[src/rtl/nibble_serial_pkg.sv]
// Shared constants and state encoding for the nibble-serial adder.
package nibble_serial_pkg;

  localparam int NIBBLE_W = 4;

  typedef enum logic [1:0] {
    IDLE = 2'd0,
    ADD  = 2'd1,
    DONE = 2'd2
  } state_t;

endpackage

[src/rtl/nibble_adder.sv]
// Combinational 4-bit ripple adder, reused once per nibble step by the serial adder.
module nibble_adder
  import nibble_serial_pkg::*;
(
  input  logic [NIBBLE_W-1:0] a,
  input  logic [NIBBLE_W-1:0] b,
  input  logic                cin,
  output logic [NIBBLE_W-1:0] sum,
  output logic                cout
);

  logic [NIBBLE_W:0] carry;

  always_comb begin
    carry    = '0;
    sum      = '0;
    carry[0] = cin;
    for (int i = 0; i < NIBBLE_W; i++) begin
      sum[i]     = a[i] ^ b[i] ^ carry[i];
      carry[i+1] = (a[i] & b[i]) | (a[i] & carry[i]) | (b[i] & carry[i]);
    end
    cout = carry[NIBBLE_W];
  end

endmodule

[src/rtl/nibble_serial_adder.sv]
// WIDTH-bit adder that processes one nibble per clock, LSB nibble first.
// Optional signed-overflow output is enabled by defining NIBBLE_SERIAL_ADDER_OVF_EN.
module nibble_serial_adder
  import nibble_serial_pkg::*;
#(
  parameter int WIDTH = 16
) (
  input  logic             clk,
  input  logic             rst,
  input  logic             in_valid,
  output logic             in_ready,
  input  logic [WIDTH-1:0] in_a,
  input  logic [WIDTH-1:0] in_b,
  input  logic             in_cin,
  output logic             out_valid,
  input  logic             out_ready,
  output logic [WIDTH-1:0] out_sum,
  output logic             out_cout,
  output logic             busy
`ifdef NIBBLE_SERIAL_ADDER_OVF_EN
  ,
  output logic             out_ovf
`endif
);

  localparam int NIBBLES = WIDTH / NIBBLE_W;
  localparam int CNT_W   = (NIBBLES > 1) ? $clog2(NIBBLES) : 1;
  localparam logic [CNT_W-1:0] LAST_CNT = CNT_W'(NIBBLES - 1);

  // Handshakes: a transfer happens on a rising clk edge where valid and ready
  // are both high; valid never depends combinationally on ready.

  state_t              state;
  logic [CNT_W-1:0]    cnt;
  logic                carry;
  logic [WIDTH-1:0]    op_a;
  logic [WIDTH-1:0]    op_b;
  int unsigned         base;
  logic [NIBBLE_W-1:0] nib_sum;
  logic                nib_cout;

  always_comb begin
    base = 32'(cnt) * NIBBLE_W;
  end

  nibble_adder u_nibble_adder (
    .a    (op_a[base +: NIBBLE_W]),
    .b    (op_b[base +: NIBBLE_W]),
    .cin  (carry),
    .sum  (nib_sum),
    .cout (nib_cout)
  );

  assign in_ready = (state == IDLE);
  assign busy     = (state != IDLE);

  always_ff @(posedge clk or posedge rst) begin
    if (rst) begin
      state     <= IDLE;
      cnt       <= '0;
      carry     <= 1'b0;
      op_a      <= '0;
      op_b      <= '0;
      out_valid <= 1'b0;
      out_sum   <= '0;
      out_cout  <= 1'b0;
`ifdef NIBBLE_SERIAL_ADDER_OVF_EN
      out_ovf   <= 1'b0;
`endif
    end else begin
      case (state)
        IDLE: begin
          if (in_valid) begin
            op_a  <= in_a;
            op_b  <= in_b;
            carry <= in_cin;
            cnt   <= '0;
            state <= ADD;
          end
        end
        ADD: begin
          out_sum[base +: NIBBLE_W] <= nib_sum;
          carry <= nib_cout;
          cnt   <= cnt + 1'b1;
          if (cnt == LAST_CNT) begin
            // Top-nibble carry leaves through out_cout only; it is not recirculated.
            out_cout  <= nib_cout;
            out_valid <= 1'b1;
`ifdef NIBBLE_SERIAL_ADDER_OVF_EN
            out_ovf   <= (op_a[WIDTH-1] == op_b[WIDTH-1]) &&
                         (nib_sum[NIBBLE_W-1] != op_a[WIDTH-1]);
`endif
            state     <= DONE;
          end
        end
        DONE: begin
          if (out_ready) begin
            out_valid <= 1'b0;
            state     <= IDLE;
          end
        end
        default: begin
          state     <= IDLE;
          out_valid <= 1'b0;
        end
      endcase
    end
  end

endmodule

[config.mk]
export PLATFORM = sky130hd
export DESIGN_NAME = nibble_serial_adder
export DESIGN_NICKNAME = d
export VERILOG_FILES = /design/src/rtl/nibble_serial_pkg.sv /design/src/rtl/nibble_adder.sv /design/src/rtl/nibble_serial_adder.sv
export SDC_FILE = /design/constraint.sdc
export NUM_CORES = 1
export LEC_CHECK = 0
export ABC_AREA = 1
export CORE_MARGIN = 2
export CORE_UTILIZATION = 45
export DETAILED_ROUTE_END_ITERATION = 12
export HOLD_SLACK_MARGIN = 0.15
export PLACE_DENSITY = 0.68
export SLEW_MARGIN = 20
export SYNTH_ARGS = -nofsm -noshare
export SYNTH_HDL_FRONTEND = slang
export SYNTH_HIERARCHICAL = 1
export SYNTH_SLANG_ARGS = --single-unit
[constraint.sdc]
create_clock -name clk -period 8.61 [get_ports clk]
set_input_delay 1.722 -clock clk [delete_from_list [all_inputs] [get_ports clk]]
set_output_delay 1.722 -clock clk [all_outputs]
set_load 0.01 [all_outputs]
==> results of run 1 <==
[power by group]
part / internal [mW] / switching [mW]
clock network: 0.0569 / 0.0876
registers: 0.378 / 0.0764
logic: 0.309 / 0.459
[cells by family after synthesis]
kind of cell,after synthesis,share of synthesized area (%)
AOI/OAI and AO/OA,34,8.22
adders and majority gates,10,5.48
and+or+nand+nor,192,28.1
DFF,55,48.6
buffers and inverters,63,9.63
[per-stage QoR]
step           util (%)  cell area (µm²)  total power [mW]
2_1_floorplan         -             2830              1.01
3_3_place_gp       56.8             3400              1.22
3_5_place_dp       56.8             3400              1.24
4_1_cts            58.3             3490              1.38
5_1_grt            58.3             3490              1.51
6_report           58.3             3490              1.37
[layer usage]
layer | wire length, µm | GRT usage [%] | vias to the layer above
met3 | 218 | 3.78 | 4
met4 | 50 | 3.73 | 0
met2 | 2790 | 30.9 | 54
met1 | 2620 | 22.0 | 1083
li1 | - | - | 1183
met5 | 0 | 0 | -
[registers in the layout, indices dropped and copies added (netlist names)]
name	cells
op_a	16
op_b	16
out_sum	16
cnt	2
state	2
carry	1
out_cout	1
out_valid	1
[final cells by class]
class	instances	area (µm²)	share of cell area, %
flip-flops and latches	55	1380	39.4
well taps	75	93.8	2.69
clock inverters	3	20.0	0.573
inverters	49	184	5.27
clock buffers	5	68.8	1.97
repair buffers	57	568	16.3
multi-input cells	236	1180	33.8
[cell usage in the layout (no fill, tap or decap), drive strengths merged]
cell and n:
clkinv 1, ha 6, o31ai 1, clkdlybuf4s50 56
clkinvlp 2, nand3 27, o21a 12, fa 4
buf 1, dfrtp 55, inv 49, nor2 19
nand2 142, o21ai 9, o211ai 12, nor3 4
clkbuf 5
[worst max-delay path, delay by kind of cell, from the launching register on]
family	cells	cell delay, ns
buf+inv	1	0.65
flops	1	0.51
simple gates	1	0.49
[worst paths after layout]
| kind | from | end | slack, ns | cells past startpoint |
|---|---|---|---|---|
| worst min register to register | op_b[7]$_DFFE_PP0P_ | op_b[7]$_DFFE_PP0P_ | 0.48 | 2 |
| worst max-delay path | state[0]$_DFFE_PP0P_ | in_ready | 4.93 | 2 |
| min in group asynchronous | rst | op_b[8]$_DFFE_PP0P_ | 1.90 | 3 |
| worst min-delay path | op_b[7]$_DFFE_PP0P_ | op_b[7]$_DFFE_PP0P_ | 0.48 | 2 |
| worst max register to register | cnt[0]$_DFFE_PP0P_ | out_sum[7]$_DFFE_PP0P_ | 5.24 | 16 |
| max in group asynchronous | rst | carry$_DFFE_PP0P_ | 6.26 | 3 |
==> results by group, run 1 <==
Layout
  • Nets@finish: about 450
  • Area added between synthesis and finish: 23.4%
  • Inserted Diodes: 0
  • Proportion of layout cells with a drive suffix above 1: approximately 4.2%
  • FILL cells: approximately 580
  • Post-Layout Cell Count: 480

GRT
  • Pin count of the biggest net entering global routing: 56
  • Global-route usage over all layers: 17.5%
  • Vias in the first global route: around 2.3k
  • Leftover overflow at the end of global routing: 0
  • Wire length of the first global-routing pass: between 10 and 15 mm
  • Initial antenna violation count: 0

Setup path
  • Arrival time of the worst setup path: just under 2 ns
  • Crit path kind: flip-flop to output pin
  • Critical path, cell by cell: nor2_4 > clkdlybuf4s50_1
  • Nature of the critical path startpoint: flip-flop
  • Required arrival time at the worst endpoint: 6.89 ns
  • Top fanout value on the critical path: 24
  • Max stage delay on crit path: ~0.65 ns
  • Critical Path Sink Type: output pin
  • Cell type of the slowest stage on the worst timing path: clkdlybuf4s50_1

Synth
  • Seq cells post-synth: 55
  • Portion of the post-synthesis area used by sequential elements: 48.6%
  • Warnings from Yosys: 6
  • Syn Nets: 401
  • Ranking of synthesized cells by instance count: 141 x nand2_1, 55 x dfrtp_1, 48 x inv_1
  • Top area cells in the synthesized netlist: dfrtp_1 49%, nand2_1 19%, inv_1 6.4%
  • Top cell type by total area after synthesis: dfrtp_1
  • Mean area per synthesized cell: ~8 µm²
  • Share of the synthesized area in the top cell type: approximately 50%
  • Ys flop type: dfrtp_1
  • Proportion of synthesized flip-flops having asynchronous set or reset: 100%
  • Cell count after synthesis: 354
  • Total standard cell area after synthesis: about 2800 µm²
  • Number of enable-type register cells in the synthesized netlist: 0
  • Yosys cell types: 19
  • Library cell with the highest instance count after synthesis: nand2_1

Timing
  • Final worst clock skew: about 0.011 ns
  • Post-Route Hold Slack: 0.478 ns
  • Worst relative slew slack: around 43%
  • Final hold violations: 0
  • Worst setup margin: about 4.9 ns
  • Unrepaired setup endpoints after global routing: false
  • Highest Clock Rate: ~270 MHz
  • Minimum period implied by the final worst setup slack: around 3.7 ns
  • Slew at the pin closest to its max-slew limit: about 0.85 ns
  • Total count of max-transition violations in the final report: 0
  • Aggregate negative setup slack: 0 ns
  • Final Cycle Share: between 40% and 50%
  • Total of endpoints with negative setup slack in the final report: 0

Die
  • Core Area: between 5000 and 6000 µm²
  • Die outline area: ~7000 µm²
  • Y dimension of the die: around 83 µm
  • IO Count: 57
  • Die boundary width: 83.3 µm
  • Row cnt: 28
  • Effective utilization at floorplan: roughly 47%

Power and ir drop
  • Power density cells: between 300 and 400 nW/µm²
  • Leakage power: 1.83 nW
  • Highest ir drop seen on vdd: about 0.00017 V

Placement
  • Number of cells after detailed placement: approximately 470
  • Final Wtd Congestion: between 0.8 and 0.9
  • Placement-stage worst setup slack: 4.99 ns
  • Number of port buffers: between 50 and 60
  • Detailed placer's ending HPWL: 4.03 mm

Hold path
  • Path type of the worst min-delay path: flip-flop to flip-flop

Clock tree
  • Count of hold-fix buffers inserted at cts: 0
  • Clk_lat worst skew: 0.31 ns
  • Number of setup buffers added after CTS: 0
  • TritonCTS buffer count: 5
  • Root buffer cell: clkbuf_8
  • H-tree lvl count: 2
  • Clock tree buffer depth: 2
  • Clock Pin Slew Worst Setup and Hold Paths: 0.10 ns
  • CTS sink cnt: 55
  • CTS tree: done
  • Resized cells post-CTS: 0

Drt
  • Wire length per cell: ~12 µm
  • Number of routed nets with antenna violations: 0
  • Remaining routing DRC violations: 0
  • Via count: about 2.3k
  • Final wirelength: 5.68 mm
  • Via density per instance: 4.84
  • Detailed Route Iter0 Violations: between 100 and 150
  • Iteration count of the initial detailed-routing pass: 4

Outcome
  • Status: complete, no violations

Flow run
  • Maximum capacitance violations: 0
Power figures use the tool's default switching activity.
==> inputs of run 2 (changes only) <==
--- a/config.mk
+++ b/config.mk
@@ -10,7 +10,7 @@
 export CORE_UTILIZATION = 45
 export DETAILED_ROUTE_END_ITERATION = 12
 export HOLD_SLACK_MARGIN = 0.15
-export PLACE_DENSITY = 0.68
+export PLACE_DENSITY = 0.71
 export SLEW_MARGIN = 20
 export SYNTH_ARGS = -nofsm -noshare
 export SYNTH_HDL_FRONTEND = slang
==> constraint.sdc (replaced) <==
create_clock -name clk -period 3.15 [get_ports clk]
set_input_delay 0.63 -clock clk [delete_from_list [all_inputs] [get_ports clk]]
set_output_delay 0.63 -clock clk [all_outputs]
set_load 0.01 [all_outputs]
==> run 2 against run 1 <==
  * Global-route usage grew 0.41 points
  * Combinational power grew to 2.9 times the previous value
  * Via count is 0.34% higher
==> results by group, run 2 (same netlist as run 1, synthesis figures left out) <==
Timing
  • Unrepaired setup endpoints after global routing: false
  • Worst relative slew slack: 53.9% (+11 points)
  • Final Cycle Share: around 91%
  • Slew at the pin closest to its max-slew limit: 0.692 ns (-0.155 ns)
  • Total of endpoints with negative setup slack in the final report: 0 (unchanged)
  • Total count of max-transition violations in the final report: 0 (unchanged)
  • Worst setup margin: 0.280 ns (-4.65 ns)
  • Final worst clock skew: 0.00870 ns (-0.00206 ns)
  • Post-Route Hold Slack: 0.484 ns (+0.00512 ns)
  • Final hold violations: 0 (unchanged)
  • Minimum period implied by the final worst setup slack: between 2 and 3 ns
  • Aggregate negative setup slack: 0 ns (unchanged)
  • Highest Clock Rate: 348 MHz

GRT
  • Pin count of the biggest net entering global routing: 56 (unchanged)
  • Leftover overflow at the end of global routing: 0 (unchanged)
  • Global-route usage over all layers: 17.9% (+0.41 points)
  • Vias in the first global route: 2233 (-1.1%)
  • Initial antenna violation count: 0 (unchanged)
  • Wire length of the first global-routing pass: 10.3 mm (+2.7%)

Hold path
  • Worst min-delay path startpoint: op_a[2]$_DFFE_PP0P_
  • WHS Endpoint: op_a[2]$_DFFE_PP0P_
  • Path type of the worst min-delay path: flip-flop to flip-flop
  • Cells on Worst Hold Path: 2 (unchanged)

Drt
  • Via count: 2332 (+0.34%)
  • Wire length per cell: 11.9 µm (+0.70%)
  • Final wirelength: 5.79 mm (+2.0%)
  • Number of routed nets with antenna violations: 0 (unchanged)
  • Detailed Route Iter0 Violations: 99 (-30%)
  • Via density per instance: 4.80 (-0.89%)
  • Remaining routing DRC violations: 0 (unchanged)
  • Iteration count of the initial detailed-routing pass: 4 (unchanged)

Power and ir drop
  • Power density cells: 1110 nW/µm² (+180%)
  • Leakage power: 1.88 nW (+2.9%)
  • Post-route total power: 3.97 mW (+190%)
  • Highest ir drop seen on vdd: 0.000467 V (+180%)

Clock tree
  • H-tree lvl count: 2 (unchanged)
  • Count of hold-fix buffers inserted at cts: 0 (unchanged)
  • Root buffer cell: clkbuf_8
  • Clock tree buffer depth: 2 (unchanged)
  • Resized cells post-CTS: 0 (unchanged)
  • CTS sink cnt: 55 (unchanged)
  • Clock Pin Slew Worst Setup and Hold Paths: 0.09 ns (about the same)
  • CTS tree: done
  • TritonCTS buffer count: 5 (unchanged)
  • Number of setup buffers added after CTS: 0 (unchanged)
  • Clk_lat worst skew: 0.31 ns (about the same)

Placement
  • Number of port buffers: 56 (unchanged)
  • Placement-stage worst setup slack: 0.208 ns (-4.78 ns)
  • Detailed placer's ending HPWL: 4.31 mm (+6.9%)
  • Final Wtd Congestion: 0.848 (+4.6%)

Layout
  • Inserted Diodes: 0 (unchanged)
  • Commonest cells after routing, fill and taps aside: 141 x nand2_1, 56 x clkdlybuf4s50_1, 55 x dfrtp_1
  • Core Util, Final: 59.9% (+1.6 points)
  • Nets@finish: 457 (+1.3%)
  • Commonest non-fill, non-tap cell in the layout: nand2_1
  • Proportion of layout cells with a drive suffix above 1: 5.60% (+1.4 points)
  • Area added between synthesis and finish: 26.7%
  • FILL cells: 545 (-5.2%)
  • Biggest regs: op_a x16, op_b x16, out_sum x16

Outcome
  • Status: complete, no violations

Die
  • Effective utilization at floorplan: 47.3% (unchanged)
  • IO Count: 57 (unchanged)
  • Row cnt: 28 (unchanged)
  • Y dimension of the die: 83.3 µm (unchanged)
  • Die outline area: 6940 µm² (unchanged)
  • Core Area: 5990 µm² (unchanged)
  • Die boundary width: 83.3 µm (unchanged)

Setup path
  • Top fanout value on the critical path: 22 (-8.3%)
  • Crit path kind: flip-flop to flip-flop
  • Reg-to-Reg Start: cnt[0]$_DFFE_PP0P_
  • Nature of the critical path startpoint: flip-flop
  • Arrival time of the worst setup path: 3.12 ns (+1.16 ns)
  • Setup slack of the worst register-to-register path: 0.28 ns (-4.96 ns)
  • Critical Path Sink Type: flip-flop
  • Capture instance of the worst register-to-register path: out_sum[15]$_DFFE_PP0P_
  • Length in cells of the worst reg-to-reg path: 16 (unchanged)
  • Required arrival time at the worst endpoint: 3.40 ns (-3.49 ns)

Flow run
  • Maximum capacitance violations: 0 (unchanged)
## run 2: worst max-delay path by stage
| stage | startpoint | endpoint | slack (ns) | depth (start not counted) |
|---|---|---|---|---|
| after floorplan | cnt[0]$_DFFE_PP0P_ | out_sum[15]$_DFFE_PP0P_ | 0.33 | 16 |
| after global placement | cnt[0]$_DFFE_PP0P_ | out_sum[15]$_DFFE_PP0P_ | 0.35 | 16 |
| after detailed placement | cnt[0]$_DFFE_PP0P_ | out_sum[15]$_DFFE_PP0P_ | 0.21 | 16 |
| after CTS | cnt[0]$_DFFE_PP0P_ | out_sum[15]$_DFFE_PP0P_ | 0.18 | 16 |
| after global routing | cnt[0]$_DFFE_PP0P_ | out_sum[7]$_DFFE_PP0P_ | 0.06 | 16 |
| final | cnt[0]$_DFFE_PP0P_ | out_sum[15]$_DFFE_PP0P_ | 0.28 | 16 |
## run 2: final cells by class
type | count | area [µm²] | share of cell area, %
Sequential cell | 55 | 1380 | 38.4
Multi-Input combinational cell | 236 | 1180 | 32.9
Timing Repair Buffer | 63 | 613 | 17.1
Inverter | 49 | 186 | 5.20
Tap cell | 75 | 93.8 | 2.62
Clock buffer | 5 | 68.8 | 1.92
Clock inverter | 3 | 67.6 | 1.88
## run 2: layer usage
layer	global-route usage (%)	routed length [µm]
met3	3.18	265
met1	23.4	2680
met5	0	0
met4	4.47	63
met2	30.7	2780
## run 2: metrics by stage
step                      std cells  cell area, µm²
after detailed placement        478            3450
after global routing            486            3590
final                           486            3590
after global placement          478            3450
after CTS                       486            3590
after floorplan                 354            2830
## run 2: power by group
part	internal (mW)	switching [mW]	leakage, nW
Sequential	1.03	0.193	0.679
Clock	0.317	0.235	0.0644
Combinational	0.881	1.31	1.14
## run 2: worst max-delay path: stages, from the launching register on
cell and delay (ns):
dfrtp_1 0.42, inv_4 0.18, nand2_1 0.09, o211ai_1 0.09, nand2_1 0.08, inv_1 0.09
fa_1 0.16, inv_1 0.05, fa_1 0.38, fa_1 0.36, inv_1 0.07, fa_1 0.40
inv_1 0.09, inv_1 0.07, nor3_2 0.14, nand2_1 0.08, nand2_1 0.06
